### config.mk
export PLATFORM = sky130hd
export DESIGN_NAME = sync_fifo_gen2_flat
export DESIGN_NICKNAME = d
export VERILOG_FILES = /design/src/rtl/sync_fifo_gen2_if.sv /design/src/rtl/sync_fifo_gen2.sv /design/src/flat_wrapper.sv
export SDC_FILE = /design/constraint.sdc
export NUM_CORES = 1
export LEC_CHECK = 0
export ABC_AREA = 1
export CAP_MARGIN = 0
export CORE_UTILIZATION = 54
export CTS_CLUSTER_SIZE = 20
export DETAILED_ROUTE_END_ITERATION = 10
export PLACE_DENSITY = 0.78
export SYNTH_ARGS = -nofsm -noshare
export SYNTH_HDL_FRONTEND = slang
export SYNTH_SLANG_ARGS = --single-unit
### constraint.sdc
create_clock -name CLK -period 7.05 [get_ports CLK]
set_input_delay 1.41 -clock CLK [delete_from_list [all_inputs] [get_ports CLK]]
set_output_delay 1.41 -clock CLK [all_outputs]
set_load 0.03 [all_outputs]
### src/rtl/sync_fifo_gen2_if.sv
// Producer/consumer bundle for sync_fifo_gen2: write/read requests, flush, read data and status flags.
// The master modport drives requests; the slave modport is the FIFO side.
interface sync_fifo_gen2_if #(
  parameter int DATA_WIDTH = 128,
  parameter int DEPTH      = 8
);
  logic                         clr;
  logic                         wr;
  logic [DATA_WIDTH-1:0]        data;
  logic                         rd;
  logic [DATA_WIDTH-1:0]        q;
  logic [$clog2(DEPTH+1)-1:0]   count;
  logic                         mty;
  logic                         almost_mty;
  logic                         full;
  logic                         almost_full;
  logic                         overflow;
  logic                         underflow;

  modport master (
    output clr, wr, data, rd,
    input  q, count, mty, almost_mty, full, almost_full, overflow, underflow
  );

  modport slave (
    input  clr, wr, data, rd,
    output q, count, mty, almost_mty, full, almost_full, overflow, underflow
  );
endinterface

### src/rtl/sync_fifo_gen2.sv
// Single-clock FIFO, any DEPTH>=2; q one cycle after rd (or show-ahead), flags registered from next count.
// Backpressure: wr dropped while full, rd ignored while empty; sticky error flags under FIFO_ERR_FLAGS_EN.
module sync_fifo_gen2 #(
  parameter int DATA_WIDTH  = 128,
  parameter int DEPTH       = 8,
  parameter int ALMOST_MTY  = 1,
  parameter int ALMOST_FULL = 1,
  parameter int SHOW_AHEAD  = 0
) (
  input logic              CLK,
  input logic              ARST,
  sync_fifo_gen2_if.slave  bus
);
  localparam int PW = (DEPTH > 2) ? $clog2(DEPTH) : 1;
  localparam int CW = $clog2(DEPTH + 1);
  localparam logic AMTY_RST  = (ALMOST_MTY >= 0);
  localparam logic AFULL_RST = (ALMOST_FULL >= DEPTH);

  if (DEPTH < 2 || ALMOST_MTY < 0 || ALMOST_MTY > DEPTH - 1 ||
      ALMOST_FULL < 0 || ALMOST_FULL > DEPTH - 1) begin : gBadParam
    $fatal(1, "sync_fifo_gen2: illegal DEPTH or almost threshold");
  end

  logic [DATA_WIDTH-1:0] mem [DEPTH];
  logic [PW-1:0]         wrPtr;
  logic [PW-1:0]         rdPtr;
  logic [CW-1:0]         count;
  logic [CW-1:0]         countNext;
  logic                  mty;
  logic                  full;
  logic                  almostMty;
  logic                  almostFull;
  logic                  wrAcc;
  logic                  rdAcc;

  assign wrAcc     = bus.wr & ~full & ~bus.clr;
  assign rdAcc     = bus.rd & ~mty & ~bus.clr;
  assign countNext = count + CW'(wrAcc) - CW'(rdAcc);

  // Explicit wrap so non-power-of-two depths work.
  function automatic logic [PW-1:0] ptrInc(input logic [PW-1:0] p);
    return (p == PW'(DEPTH - 1)) ? '0 : p + 1'b1;
  endfunction

  always_ff @(posedge CLK or posedge ARST) begin
    if (ARST) begin
      wrPtr      <= '0;
      rdPtr      <= '0;
      count      <= '0;
      mty        <= 1'b1;
      full       <= 1'b0;
      almostMty  <= AMTY_RST;
      almostFull <= AFULL_RST;
    end else if (bus.clr) begin
      wrPtr      <= '0;
      rdPtr      <= '0;
      count      <= '0;
      mty        <= 1'b1;
      full       <= 1'b0;
      almostMty  <= AMTY_RST;
      almostFull <= AFULL_RST;
    end else begin
      if (wrAcc) wrPtr <= ptrInc(wrPtr);
      if (rdAcc) rdPtr <= ptrInc(rdPtr);
      count      <= countNext;
      mty        <= (countNext == '0);
      full       <= (countNext == CW'(DEPTH));
      almostMty  <= (countNext <= CW'(ALMOST_MTY));
      almostFull <= (countNext >= CW'(DEPTH - ALMOST_FULL));
    end
  end

  always_ff @(posedge CLK) begin
    if (wrAcc) mem[wrPtr] <= bus.data;
  end

  if (SHOW_AHEAD == 0) begin : gRegQ
    logic [DATA_WIDTH-1:0] qReg;
    // Holds its value across clr: only an accepted read reloads it.
    always_ff @(posedge CLK or posedge ARST) begin
      if (ARST)       qReg <= '0;
      else if (rdAcc) qReg <= mem[rdPtr];
    end
    assign bus.q = qReg;
  end else begin : gFwftQ
    assign bus.q = mty ? '0 : mem[rdPtr];
  end

`ifdef FIFO_ERR_FLAGS_EN
  logic overflowR;
  logic underflowR;
  always_ff @(posedge CLK or posedge ARST) begin
    if (ARST) begin
      overflowR  <= 1'b0;
      underflowR <= 1'b0;
    end else if (bus.clr) begin
      overflowR  <= 1'b0;
      underflowR <= 1'b0;
    end else begin
      if (bus.wr && full) overflowR  <= 1'b1;
      if (bus.rd && mty)  underflowR <= 1'b1;
    end
  end
  assign bus.overflow  = overflowR;
  assign bus.underflow = underflowR;
`else
  assign bus.overflow  = 1'b0;
  assign bus.underflow = 1'b0;
`endif

  assign bus.count       = count;
  assign bus.mty         = mty;
  assign bus.full        = full;
  assign bus.almost_mty  = almostMty;
  assign bus.almost_full = almostFull;
endmodule

### src/flat_wrapper.sv
// flat-port wrapper written by rule: the top's interface ports become plain ports
module sync_fifo_gen2_flat 
#(
  parameter int DATA_WIDTH  = 128,
  parameter int DEPTH       = 8,
  parameter int ALMOST_MTY  = 1,
  parameter int ALMOST_FULL = 1,
  parameter int SHOW_AHEAD  = 0
)
  (CLK, ARST, bus_clr, bus_wr, bus_data, bus_rd, bus_q, bus_count, bus_mty, bus_almost_mty, bus_full, bus_almost_full, bus_overflow, bus_underflow);
  sync_fifo_gen2_if #(.DATA_WIDTH(DATA_WIDTH), .DEPTH(DEPTH)) bus_i ();
  input logic CLK;
  input logic ARST;
  input wire logic [$bits(bus_i.clr)-1:0] bus_clr;
  input wire logic [$bits(bus_i.wr)-1:0] bus_wr;
  input wire logic [$bits(bus_i.data)-1:0] bus_data;
  input wire logic [$bits(bus_i.rd)-1:0] bus_rd;
  output wire logic [$bits(bus_i.q)-1:0] bus_q;
  output wire logic [$bits(bus_i.count)-1:0] bus_count;
  output wire logic [$bits(bus_i.mty)-1:0] bus_mty;
  output wire logic [$bits(bus_i.almost_mty)-1:0] bus_almost_mty;
  output wire logic [$bits(bus_i.full)-1:0] bus_full;
  output wire logic [$bits(bus_i.almost_full)-1:0] bus_almost_full;
  output wire logic [$bits(bus_i.overflow)-1:0] bus_overflow;
  output wire logic [$bits(bus_i.underflow)-1:0] bus_underflow;
  assign bus_i.clr = bus_clr;
  assign bus_i.wr = bus_wr;
  assign bus_i.data = bus_data;
  assign bus_i.rd = bus_rd;
  assign bus_q = bus_i.q;
  assign bus_count = bus_i.count;
  assign bus_mty = bus_i.mty;
  assign bus_almost_mty = bus_i.almost_mty;
  assign bus_full = bus_i.full;
  assign bus_almost_full = bus_i.almost_full;
  assign bus_overflow = bus_i.overflow;
  assign bus_underflow = bus_i.underflow;
  sync_fifo_gen2 #(.DATA_WIDTH(DATA_WIDTH), .DEPTH(DEPTH), .ALMOST_MTY(ALMOST_MTY), .ALMOST_FULL(ALMOST_FULL), .SHOW_AHEAD(SHOW_AHEAD)) u_core (.CLK(CLK), .ARST(ARST), .bus(bus_i));
endmodule
==> run summary <==
hold buffers post-CTS: 0
slew margin rel.: 15.1%
initial core utilization: 54.5%
Cells after Synth: 4165
Post-synth top flop: edfxtp_1
design area: 54500 sq um
nature of the critical path endpoint: flip-flop
Mean Syn Cell Area: 11.4 sq um
final setup vio count: 0
sequential share of the synthesized area: 72.4%
multiplexer share of the synthesized area: 0%
Yosys cell types: 31
ys async rst share: 12.2%
Worst Max-Slew Pin Slew: 1270 ps
GRT Total Usage: 23.7%
Longest Clk Path Bufs: 3
number of flops mapped to enable cells by yosys: 1024
Antenna Nets Post-Route: 0
Synth Area in Simple Gates: 19.9%
Compound-Gate Fraction of Synth Area: 1.74%
Critical Path Start Type: primary input
cell area after synthesis: 47400 sq um
drt via density: 5.37
critical path's slowest cell: buf_12
power density over cell area: 347 nW/um^2
initial antenna violation count: 15
synth-to-layout area growth: 15.0%
commonest non-fill, non-tap cell in the layout: nand2_1
CP Max Fanout: 128
die height: 298 um
LEAKAGE: 21.7 nW
number of DRC markers in iteration 0: 2942
CP required: 7340 ps
clk sinks: 1166
type of the most critical hold path: reg2reg
Reg clk slew, reported paths: 60 ps
DRT Pass-1 Iters: 5
TritonCTS clock tree: yes
number of synthesis warnings: 0
largest family of logic cells by synthesized area: simple AND/OR/NAND/NOR gates
postcts setup bufs: 0
Worst Path Arrival: 3910 ps
PostCTS Resize Cnt: 0
clock latency on the worst-skew pair: 690 ps
CP cell instances: clkdlybuf4s50_1 > nor3_1 > nand2_1 > nor2_4 > buf_12
number of H-tree levels: 3
largest net degree at the start of global routing: 210
status: finished, final reports clean
Die X-Extent: 298 um
most frequent cells in the layout: nand2_1, edfxtp_1, nand3_1, inv_1, clkdlybuf4s50_1
Area contributors post-synth: edfxtp_1, nand2_1, dfrtp_1, nand3_1, inv_1
Slowest Stage Delay on Critical Path: 680 ps
Buffers on Ports: 268
vias in the first global route: 30006
RSZ-0062 raised after global routing: false
layout cells sized above 1: 6.75%
period utilization: 51.3%
Peak VDD IR: 0.000284 V
total wire length: 105000 um
TritonCTS Buffers: 112
crit path time final: 3620 ps
xor and xnor fraction of the mapped netlist area: 0.0185%
dpl cell area: 50500 sq um
cell taking the most area after synthesis: edfxtp_1
top-area cell type share of the netlist area: 64.9%
core area: 86900 sq um
fmax: 276 MHz
GRT overflow: 0
Clock Skew: 24.5 ps
hold_ws: 475 ps
CTS root buffer: clkbuf_16
via count: 30134
row count: 108
flop and latch count out of synthesis: 1166
Detailed Place HPWL: 51000 um
io pins: 271
final net count: 4489
Max-cap violations: 0
total die area: 88900 sq um
max-slew violations: 0
GP Congestion: 0.743
first-pass GRT wire length: 163000 um
Worst Path Class, Setup: in2reg
Fin. Hold Viols: 0
Routed WL per cell: 18.7 um
Synth Area in Adders: 0.254%
DRC violations left: 0
## worst max-delay path, delay by kind of cell
family        cells  cell delay, ps
buf+inv           2            1210
simple gates      3            1150
## cells by family after synthesis
| family | after synthesis |
|---|---|
| and+or+nand+nor | 2292 |
| DFF | 1166 |
| buffers and inverters | 558 |
| AOI/OAI and AO/OA | 138 |
| adders and majority gates | 9 |
| xor gates and xnor gates | 1 |
| other | 1 |
## power by group
part	total, W	internal [W]	switching (W)
clock	0.00624	0.00372	0.00252
sequential	0.00851	0.00814	0.000371
combinational	0.00416	0.00145	0.00272
## final timing paths
check	start	end	slack [ps]	depth (start not counted)
max reg2reg	u_core.rdPtr[1]	u_core.bus.q[71]	3500	6
min	u_core.bus.q[54]	u_core.bus.q[54]	480	2
min reg2reg	u_core.bus.q[54]	u_core.bus.q[54]	480	2
max	bus_clr	u_core.mem[6][50]	3430	5
max in group asynchronous	ARST	u_core.bus.q[74]	4640	3
min in group asynchronous	ARST	u_core.bus.q[26]	1160	2
## stage by stage
step                      setup TNS [ps]  setup WS (ps)  instances  util, %  power [W]
after global placement                 0           2800       5388     58.2     0.0127
final                                  0           3430       5613     62.7     0.0189
after CTS                              0           3480       5602     62.7     0.0190
after global routing                   0           3250       5611     62.7     0.0197
after floorplan                  -782150           -874       4166        -     0.0114
after detailed placement               0           2760       5388     58.2     0.0128
## synthesized netlist by cell type (2+ instances only)
| master | n |
|---|---|
| dfstp_2 | 2 |
| clkbuf_1 | 64 |
| o21ai_0 | 76 |
| buf_1 | 11 |
| buf_6 | 35 |
| edfxtp_1 | 1024 |
| nand3_1 | 517 |
| nand2_2 | 70 |
| buf_2 | 103 |
| buf_8 | 2 |
| ha_1 | 8 |
| inv_4 | 2 |
| o21ai_1 | 8 |
| buf_4 | 5 |
| buf_12 | 8 |
| o211ai_1 | 51 |
| dfrtp_1 | 140 |
| inv_1 | 327 |
| nand2_1 | 1533 |
| nor2_1 | 168 |
## sequential cells by signal, indices dropped and copies added (netlist names)
name                    cells
u_core.mem               1024
u_core.bus.q              128
u_core.bus.count            4
u_core.rdPtr                3
u_core.wrPtr                3
u_core.bus.almost_full      1
u_core.bus.almost_mty       1
u_core.bus.full             1
u_core.bus.mty              1
## area by class of cell
class	instances	area, sq um
flip-flops and latches	1166	34300
repair buffers	295	3040
well taps	1155	1450
inverters	330	1280
diodes	11	27.5
clock buffers	149	3190
multi-input cells	2442	10500
clock inverters	65	716
fillers	6276	32400
## routing by layer
layer	up-vias	GRT usage (%)	wire length [um]
li1	14251	-	-
met3	159	3.42	7080
met5	-	0	78
met2	1117	40.1	52700
met4	12	8.67	2460
met1	14595	31.1	42700
Power figures use the tool's default switching activity.
